### src/rtl/regfile_psr.sv
// Register file plus processor status register around the ALU: two combinational
// read ports, one write port, and a per-bit-enabled PSR with branch condition decode.
module regfile_psr #(
  parameter int unsigned DATA_W = 16,
  parameter int unsigned ADDR_W = 4,
  parameter int unsigned BYPASS = 1
) (
  input  logic              clk_i,
  input  logic              rst_ni,
  input  logic [ADDR_W-1:0] ra_a_i,
  input  logic [ADDR_W-1:0] ra_b_i,
  output logic [DATA_W-1:0] rd_a_o,
  output logic [DATA_W-1:0] rd_b_o,
  input  logic              wr_en_i,
  input  logic [ADDR_W-1:0] wr_addr_i,
  input  logic [DATA_W-1:0] wr_data_i,
  input  logic [4:0]        flag_in_i,
  input  logic [4:0]        flag_we_i,
  input  logic              psr_wr_en_i,
  input  logic [4:0]        psr_wr_data_i,
  input  logic [3:0]        cond_i,
  output logic [4:0]        psr_o,
  output logic              carry_out_o,
  output logic              cond_true_o
);

  localparam int unsigned NRegs = 2 ** ADDR_W;

  logic [DATA_W-1:0] regs_q [NRegs];
  logic [4:0]        psr_q, psr_d;

  always_ff @(posedge clk_i or negedge rst_ni) begin
    if (!rst_ni) begin
      for (int i = 0; i < NRegs; i++) begin
        regs_q[i] <= '0;
      end
    end else if (wr_en_i) begin
      regs_q[wr_addr_i] <= wr_data_i;
    end
  end

  always_comb begin
    rd_a_o = regs_q[ra_a_i];
    rd_b_o = regs_q[ra_b_i];
    if (BYPASS != 0 && wr_en_i) begin
      if (wr_addr_i == ra_a_i) rd_a_o = wr_data_i;
      if (wr_addr_i == ra_b_i) rd_b_o = wr_data_i;
    end
  end

  // Software load (LPR) overrides ALU flag updates.
  always_comb begin
    psr_d = psr_q;
    if (psr_wr_en_i) begin
      psr_d = psr_wr_data_i;
    end else begin
      for (int i = 0; i < 5; i++) begin
        if (flag_we_i[i]) psr_d[i] = flag_in_i[i];
      end
    end
  end

  always_ff @(posedge clk_i or negedge rst_ni) begin
    if (!rst_ni) psr_q <= '0;
    else         psr_q <= psr_d;
  end

  logic flag_c, flag_l, flag_f, flag_z, flag_n;
  assign {flag_c, flag_l, flag_f, flag_z, flag_n} = psr_q;

  // Decoded from registered flags only, so same-cycle flag writes are not visible.
  always_comb begin
    cond_true_o = 1'b0;
    unique case (cond_i)
      4'h0: cond_true_o = flag_z;
      4'h1: cond_true_o = !flag_z;
      4'h2: cond_true_o = flag_c;
      4'h3: cond_true_o = !flag_c;
      4'h4: cond_true_o = flag_l;
      4'h5: cond_true_o = !flag_l;
      4'h6: cond_true_o = flag_n;
      4'h7: cond_true_o = !flag_n;
      4'h8: cond_true_o = flag_f;
      4'h9: cond_true_o = !flag_f;
      4'hA: cond_true_o = !flag_l && !flag_z;
      4'hB: cond_true_o = flag_l || flag_z;
      4'hC: cond_true_o = !flag_n && !flag_z;
      4'hD: cond_true_o = flag_n || flag_z;
      4'hE: cond_true_o = 1'b1;
      4'hF: cond_true_o = 1'b0;
      default: cond_true_o = 1'b0;
    endcase
  end

  assign psr_o       = psr_q;
  assign carry_out_o = psr_q[4];

endmodule
### config.mk
export PLATFORM = sky130hd
export DESIGN_NAME = regfile_psr
export DESIGN_NICKNAME = d
export VERILOG_FILES = /design/src/rtl/regfile_psr.sv
export SDC_FILE = /design/constraint.sdc
export NUM_CORES = 1
export LEC_CHECK = 0
export CAP_MARGIN = 0
export CORE_AREA = 10 10 193 195
export CTS_CLUSTER_DIAMETER = 100
export CTS_CLUSTER_SIZE = 30
export DETAILED_ROUTE_END_ITERATION = 10
export DIE_AREA = 0 0 203 205
export MAX_ROUTING_LAYER = met4
export PLACE_DENSITY_LB_ADDON = 0.2
export SYNTH_ARGS = -nofsm -noshare
export SYNTH_HDL_FRONTEND = slang
export SYNTH_SLANG_ARGS = --single-unit
export TNS_END_PERCENT = 1
### constraint.sdc
create_clock -name clk_i -period 1.7 [get_ports clk_i]
set_input_delay 0.17 -clock clk_i [delete_from_list [all_inputs] [get_ports clk_i]]
set_output_delay 0.17 -clock clk_i [all_outputs]
set_load 0.02 [all_outputs]
[Yosys cells after proc, flatten, opt, wreduce, memory -nomap -nowiden]
Cells that the tools add are included.
Storage, ports and cells
  bits in registers: 261
  output and inout port bits: 39
Operators by class
  order comparisons: 4
  equality and inequality tests: 17
  mux-type cells: 20
  bitwise operators: 3
  reductions and logical operators: 16
Operators by type and width (count)
  256-bit bitwise mux: 1
  16-bit two-way mux: 9
  16-bit binary-select mux with 4-bit select: 2
  16-bit demux with 4-bit select: 1
  4-bit == test (second input constant): 8
  4-bit by 3-bit == test with 1-bit output (second input constant): 4
  1-bit one-hot mux with 16 select lines: 1
  5-bit greater-or-equal comparator (second input constant): 3
  4-bit NOT with 5-bit output: 3
  2-bit nonzero test: 5
  4-bit by 2-bit == test with 1-bit output (second input constant): 2
  4-bit == test: 2
  1-bit logical NOT: 5
  5-bit by 1-bit < comparator with 1-bit output (second input constant): 1
  1-bit two-way mux: 5
  5-bit two-way mux: 1
  4-bit by 1-bit == test with 1-bit output (second input constant): 1
  4-bit logical NOT: 1
  1-bit logical AND: 3
  1-bit logical OR: 2

[Logic depth before layout (Yosys ltp)]
Gate-level depths: netlist (run 1).
  depth after elaboration: 6
  depth in mapped cells: 7
  mapped depth without buffers: 5

[Worst setup path before layout (run 1)]
No wires, ideal clock.
  path kind: in2out
  start point: input port wr_addr_i[0]
  end point: output port rd_b_o[10]
  data arrival time: 1.716 ns
  setup slack: -0.186 ns
  cell stages on the path: 7
  buffers on the path: 3
  cell sequence: buf_2 xnor2_1 nand4_2 and2_1 buf_6 buf_8 a211oi_1
On the way
  word-level cells in the longest chain between the ends: 3
Ends and longest elaborated chain
  from (decl): RTL line 15  | input logic [ADDR_W-1:0] wr_addr_i,
  4-bit == test: RTL line 47  | if (wr_addr_i == ra_b_i) rd_b_o = wr_data_i;
  16-bit two-way mux: RTL line 47
  16-bit two-way mux: RTL line 45  | if (BYPASS != 0 && wr_en_i) begin
  to (decl): RTL line 13  | output logic [DATA_W-1:0] rd_b_o,
No other way between the ends.

[Worst setup path in the final report (run 1)]
  start point: register regs_q[103] (netlist bit)
  end point: output port rd_a_o[7]
On the way
  word-level cells in the longest chain between the ends: 5
Ends and longest elaborated chain
  from (decl): RTL line 29  | logic [DATA_W-1:0] regs_q [NRegs];
  from (signal, indexed assignment): RTL line 38  | regs_q[wr_addr_i] <= wr_data_i;
  16-bit binary-select mux with 4-bit select (*): RTL line 43  | rd_a_o = regs_q[ra_a_i];
  16-bit two-way mux (not written as such) (*) (2 in series): RTL line 43
  16-bit two-way mux: RTL line 46  | if (wr_addr_i == ra_a_i) rd_a_o = wr_data_i;
  16-bit two-way mux (*): RTL line 45
  to (decl): RTL line 12  | output logic [DATA_W-1:0] rd_a_o,
Every way passes the cells marked *; elsewhere a longest branch is shown, timed or not. The select of a mux whose other input is x is not followed.

==> flow_summary.json, run 1 <==
{
  "outcome": "finished with violations",
  "violations": "negative setup slack",
  "wl_um": 42100,
  "ant_nets": 0,
  "swShare": 0.303,
  "period_share": 1.41,
  "wire_per_inst_um": 26.2,
  "r2r_start": "psr_o[3]",
  "syn_inst": 981,
  "io_buffers": 89,
  "p_total_mw": 18.5,
  "syn_area_mm2": 0.0149,
  "die_x_um": 203,
  "grt_max_degree": 95,
  "path_max_fanout": 3,
  "relSlewSlack": 0.652,
  "met1_usage": 0.278,
  "grt_pass1_wl_um": 65100,
  "globalplace.congestion": 0.883,
  "ys_seq_area_frac": 0.439,
  "cp_top_family": "multiplexers",
  "power_frac_comb": 0.317,
  "setup_slack_ps": -696,
  "power_frac_seq": 0.467,
  "whs_ps": 49.8,
  "p_leak_nw": 7.55,
  "setup_violations": 33,
  "grt_pass1_vias": 10300,
  "grt-busiest-layer": "met2",
  "area_growth_pct": 22.6,
  "root_buffer": "clkbuf_16",
  "num_io_pins": 90,
  "clk_pin_slew_ps": 120,
  "yosys_register_bits": 261,
  "critical_path_buf_inv_count": 2,
  "hold_class": "in2async",
  "rows": 67,
  "cp.required_ps": 1530,
  "fin_skew_ps": 0,
  "worstSetupPathType": "reg2out",
  "placed_cells": 1584,
  "syn_avg_cell_area_um2": 15.2,
  "min_period_ps": 2400,
  "worstPathArrival_ps": 2230,
  "avgViaCountPerCell": 5.96,
  "cap_violations": 0,
  "core_mm2": 0.0333,
  "clkSinkCount": 261,
  "synth_edf_count": 0,
  "mostFrequentLayoutCells": "dfrtp_1, mux2_2, buf_4, mux4_2, clkdlybuf4s50_1",
  "max_stage_delay_ps": 470,
  "cp_common_cell": "buf_4",
  "use_met3": 0.0281,
  "grt_setup_unrepaired": "true",
  "synthDistinctLibCells": 50,
  "start_kind": "register",
  "initialDrtViolationCount": 740,
  "async_flop_share": 1.00,
  "fmaxAchievable_mhz": 417,
  "power.density_mw_per_mm2": 1020,
  "clkLatencyLatePin_ps": 500,
  "internal_power_mw": 12.9,
  "crit_chain": "mux4_2 > nor2b_4 > a2111oi_4 > buf_4 > a211oi_2 > buf_4",
  "cts_tree": "built",
  "power_frac_clock": 0.216,
  "diodes": 0,
  "rr_endpoint": "psr_o[3]",
  "drv_slew": 0,
  "clockBufferDepth": 3,
  "power.switching_mw": 5.63,
  "rr_worst_depth": 3,
  "critPathCaptureType": "primary output",
  "place_ws_ps": -1200,
  "initial_core_util": 0.447,
  "overflow": 0,
  "finalNetCount": 1206,
  "grt_antenna_before_repair": 0,
  "hold_viol": 0,
  "drt_pass1_iterations": 5,
  "final_cells": 1609,
  "htreeDepth": 1,
  "dp.final_hpwl_um": 29700,
  "via_count": 9593,
  "irDropWorstVdd_mv": 0.763,
  "yosys_warnings": 0,
  "reg2reg_slack_ps": 790,
  "die-area_mm2": 0.0416,
  "grt_util_all_layers": 0.209,
  "dpl_cell_area_mm2": 0.0176,
  "tightest_slew_ps": 522,
  "fillers": 2739,
  "grt_use_met2": 0.336,
  "numCtsBuffers": 14,
  "mostFrequentLayoutCell": "dfrtp_1",
  "synth_ff_type": "dfrtp_1",
  "syn_nets": 1032,
  "cp_slowest_cell": "mux4_2",
  "layout-drive-gt1-share": 0.559,
  "dieHeight_um": 205,
  "drc": 0,
  "final_area_mm2": 0.0182
}
## cell type report
| type | count | area [µm²] | area share |
|---|---|---|---|
| clock inverter | 6 | 77.6 | 0.00425 |
| tap | 448 | 561 | 0.0307 |
| sequential | 261 | 6530 | 0.358 |
| inverter | 2 | 7.51 | 0.000412 |
| multi-input combinational | 623 | 8140 | 0.447 |
| clock buffer | 16 | 389 | 0.0213 |
| timing repair buffer | 253 | 2530 | 0.139 |
## per-stage QoR
step,setup TNS [ps],utilization
floorplan,-755,-
global placement,-114960,0.528
detailed placement,-119090,0.528
CTS,-21170,0.546
global route,-23270,0.548
finish,-20410,0.548
## what timing repair did
action | CTS | global route
hold endpoints to repair | 261 | 0
hold buffers | 1 | 0
setup endpoints to repair | 39 | 40
resized for setup | 204 | 15
setup buffers | 1 | 1
pin swaps | 44 | 8
## cells in the mapped netlist (2+ instances only)
| cell | count | area share |
|---|---|---|
| a2111oi_0 | 14 | 0.0082 |
| nand3_1 | 2 | 0.00067 |
| inv_1 | 2 | 0.00050 |
| mux2_1 | 30 | 0.023 |
| a2111oi_2 | 3 | 0.0030 |
| buf_8 | 4 | 0.0040 |
| mux2_2 | 226 | 0.17 |
| and2_1 | 2 | 0.00084 |
| a211oi_1 | 32 | 0.016 |
| o21ai_0 | 8 | 0.0027 |
| mux2i_1 | 39 | 0.026 |
| mux4_1 | 26 | 0.046 |
| xnor2_1 | 4 | 0.0024 |
| xor2_1 | 5 | 0.0029 |
| nor2_1 | 43 | 0.011 |
| o22a_1 | 2 | 0.0012 |
| dfrtp_1 | 261 | 0.44 |
| clkbuf_1 | 21 | 0.0053 |
| a2111oi_1 | 15 | 0.010 |
| mux4_4 | 4 | 0.0067 |
| mux4_2 | 98 | 0.15 |
| buf_2 | 30 | 0.010 |
| clkdlybuf4s50_2 | 2 | 0.0015 |
| or3_1 | 3 | 0.0013 |
| clkbuf_8 | 11 | 0.010 |
| buf_12 | 4 | 0.0054 |
| nand2b_1 | 5 | 0.0021 |
| buf_6 | 8 | 0.0061 |
| buf_4 | 11 | 0.0056 |
| nand3b_1 | 6 | 0.0030 |
| nor2b_1 | 33 | 0.014 |
| nand2_1 | 9 | 0.0023 |
## metal layers
layer,wire [µm],vias up,share of wire
met5,0,-,0
met4,971,0,0.023
met3,1670,49,0.040
met2,20500,236,0.49
met1,18900,5142,0.45
li1,-,4166,-
## cells by family (layout without fill, tap and decap cells)
family	count (synthesis)	in the layout	share of synthesized area
mux	423	423	0.421
compound gates	79	79	0.0438
simple gates	112	112	0.0402
xor+xnor	9	9	0.00530
buf+inv	97	277	0.0506
flops	261	261	0.439
## how the worst max path moves through the flow
stage,start,to,slack [ps],cells after the start
after floorplan,ra_a_i[0],rd_a_o[10],-40,6
after global placement,wr_addr_i[2],rd_a_o[0],-1190,8
after detailed placement,wr_addr_i[2],rd_a_o[0],-1200,8
after CTS,regs_q[96],rd_b_o[0],-710,6
after global routing,regs_q[103],rd_a_o[7],-800,6
final,regs_q[103],rd_a_o[7],-700,6
## power groups by stage
stage / combinational (mW) / clock [mW] / sequential [mW]
finish: 5.88 / 4.01 / 8.66
global route: 6.26 / 4.33 / 8.86
CTS: 5.87 / 4.14 / 8.63
detailed placement: 5.77 / 0 / 8.75
global placement: 5.69 / 0 / 8.65
floorplan: 3.97 / 0 / 8.40
## sequential cells by signal, summed over array words and instances, names as in the netlist
| name | count |
|---|---|
| psr_o | 5 |
| regs_q | 256 |
No activity file was read; power rests on OpenSTA's default activity.
==> run 2, diff against run 1 <==
- CORE_AREA: 10 10 193 195 -> 5 5 188 190
- DIE_AREA: 0 0 203 205 -> 0 0 193 195
==> flow_summary.json, run 2 (same netlist as run 1, synthesis figures left out) <==
{
  "outcome": "finished with violations",
  "violations": "negative setup slack",
  "grt_max_degree": 48,
  "drt_pass1_iterations": 4,
  "dieHeight_um": 195,
  "final_cells": 1619,
  "min_period_ps": 2370,
  "start_kind": "register",
  "die_x_um": 193,
  "globalplace.congestion": 0.855,
  "numCtsBuffers": 13,
  "critPathCaptureType": "primary output",
  "avgViaCountPerCell": 6.07,
  "tightest_slew_ps": 466,
  "clockBufferDepth": 3,
  "rr_worst_depth": 2,
  "initialDrtViolationCount": 728,
  "largest_reg_flops": 256,
  "die-area_mm2": 0.0376,
  "cts_tree": "built",
  "core_mm2": 0.0333,
  "irDropWorstVdd_mv": 0.689,
  "root_buffer": "clkbuf_16",
  "fmaxAchievable_mhz": 422,
  "clk_pin_slew_ps": 120,
  "crit_chain": "mux4_2 > nor2b_1 > a2111oi_2 > a211oi_2 > buf_2",
  "via_count": 9835,
  "clkLatencyLatePin_ps": 490,
  "num_io_pins": 90,
  "grt_antenna_before_repair": 0,
  "grt_pass1_vias": 10500,
  "setup_violations": 33,
  "rows": 67,
  "power.density_mw_per_mm2": 999,
  "area_growth_pct": 22.7,
  "diodes": 0,
  "worstSetupPathType": "reg2out",
  "wl_met1_um": 18600,
  "wl_um": 42200,
  "io_buffers": 89,
  "relSlewSlack": 0.680,
  "topRoutingLayerUsed": "met4",
  "cp_slowest_cell": "mux4_2",
  "cp.required_ps": 1530,
  "path_max_fanout": 3,
  "drc": 0,
  "fin_skew_ps": 0,
  "layout-drive-gt1-share": 0.565,
  "clkSinkCount": 261,
  "mostFrequentLayoutCells": "dfrtp_1, mux2_2, buf_4, mux4_2, clkdlybuf4s50_1",
  "drv_slew": 0,
  "dpl_cell_area_mm2": 0.0176,
  "final_area_mm2": 0.0183,
  "place_ws_ps": -1170,
  "htreeDepth": 1,
  "setup_tns_ps": -20010,
  "hold_viol": 0,
  "hold_class": "in2async",
  "mostFrequentLayoutCell": "dfrtp_1",
  "met3WireLength_um": 2380,
  "grt_setup_unrepaired": "true",
  "grt_util_all_layers": 0.232,
  "regMostFlops": "regs_q",
  "initial_core_util": 0.447,
  "finalNetCount": 1220,
  "setup_slack_ps": -668,
  "ant_nets": 0,
  "worstPathArrival_ps": 2200,
  "max_stage_delay_ps": 460,
  "p_leak_nw": 7.58,
  "wire_per_inst_um": 26.1,
  "period_share": 1.39,
  "placed_cells": 1601,
  "grt_pass1_wl_um": 64900,
  "cap_violations": 0,
  "dp.final_hpwl_um": 29300,
  "fillers": 2767,
  "overflow": 0,
  "dr_wl_met2_um": 20200
}
## run 2: changes by cell type in the layout (fill, tap and decap cells not counted), sizes merged, moves of 2 or more
cell | previous run | this run
dlymetal6s2s | 0 | 3
buf | 203 | 218
clkdlybuf4s50 | 43 | 40
clkbuf | 16 | 13
clkinv | 3 | 1
## run 2: final timing paths
kind / from / to / slack, ps
min in group clk_i: psr_wr_data_i[2] / psr_o[2] / 230
hold / removal: rst_ni / regs_q[152] / 140
setup reg to reg: regs_q[187] / regs_q[187] / 780
max in group asynchronous: rst_ni / regs_q[113] / 920
hold reg to reg: regs_q[240] / regs_q[240] / 520
setup / recovery: regs_q[106] / rd_a_o[10] / -670
## run 2: report_power, final
group          internal [mW]  switching, mW  leakage [nW]
Combinational           3.61           2.37          4.21
Clock                   1.46           2.13         0.179
Sequential              7.63           1.04          3.20
## run 2: what timing repair did
action | in CTS | in global routing
endpoints found under the setup margin | 39 | 33
hold buffers | 1 | 0
resized for setup | 215 | 20
setup buffers | 1 | 0
endpoints found under the hold margin | 261 | 0
pin swaps | 39 | 15
## run 2: worst max-delay path: cells and delay by family, from the launching register on
family                 cells  cell delay [ps]
muxes                      1              460
AOI/OAI and AO/OA          2              500
DFF                        1              410
buffers and inverters      1              180
and+or+nand+nor            1              150
## run 2: layout make-up
type / count / area (µm²) / share of cell area
clock inverter: 4 / 48.8 / 0.00267
clock buffer: 13 / 325 / 0.0178
sequential: 261 / 6530 / 0.358
inverter: 2 / 7.51 / 0.000411
multi-input combinational: 623 / 8230 / 0.451
tap: 448 / 561 / 0.0307
timing repair buffer: 268 / 2550 / 0.140
## run 2: routing by layer
metal  up-vias  global-route usage
met2       299               0.360
met1      5285               0.325
met3        56              0.0377
met5         -                   -
met4         0              0.0564
li1       4195                   -
## run 2: metrics by stage
step           hold WS, ps  utilization  power, mW
2_1_floorplan         -126            -       12.4
3_3_place_gp          75.8        0.529       14.4
3_5_place_dp          78.1        0.529       14.6
4_1_cts                139        0.546       18.3
5_1_grt                156        0.548       19.1
6_report               136        0.548       18.2
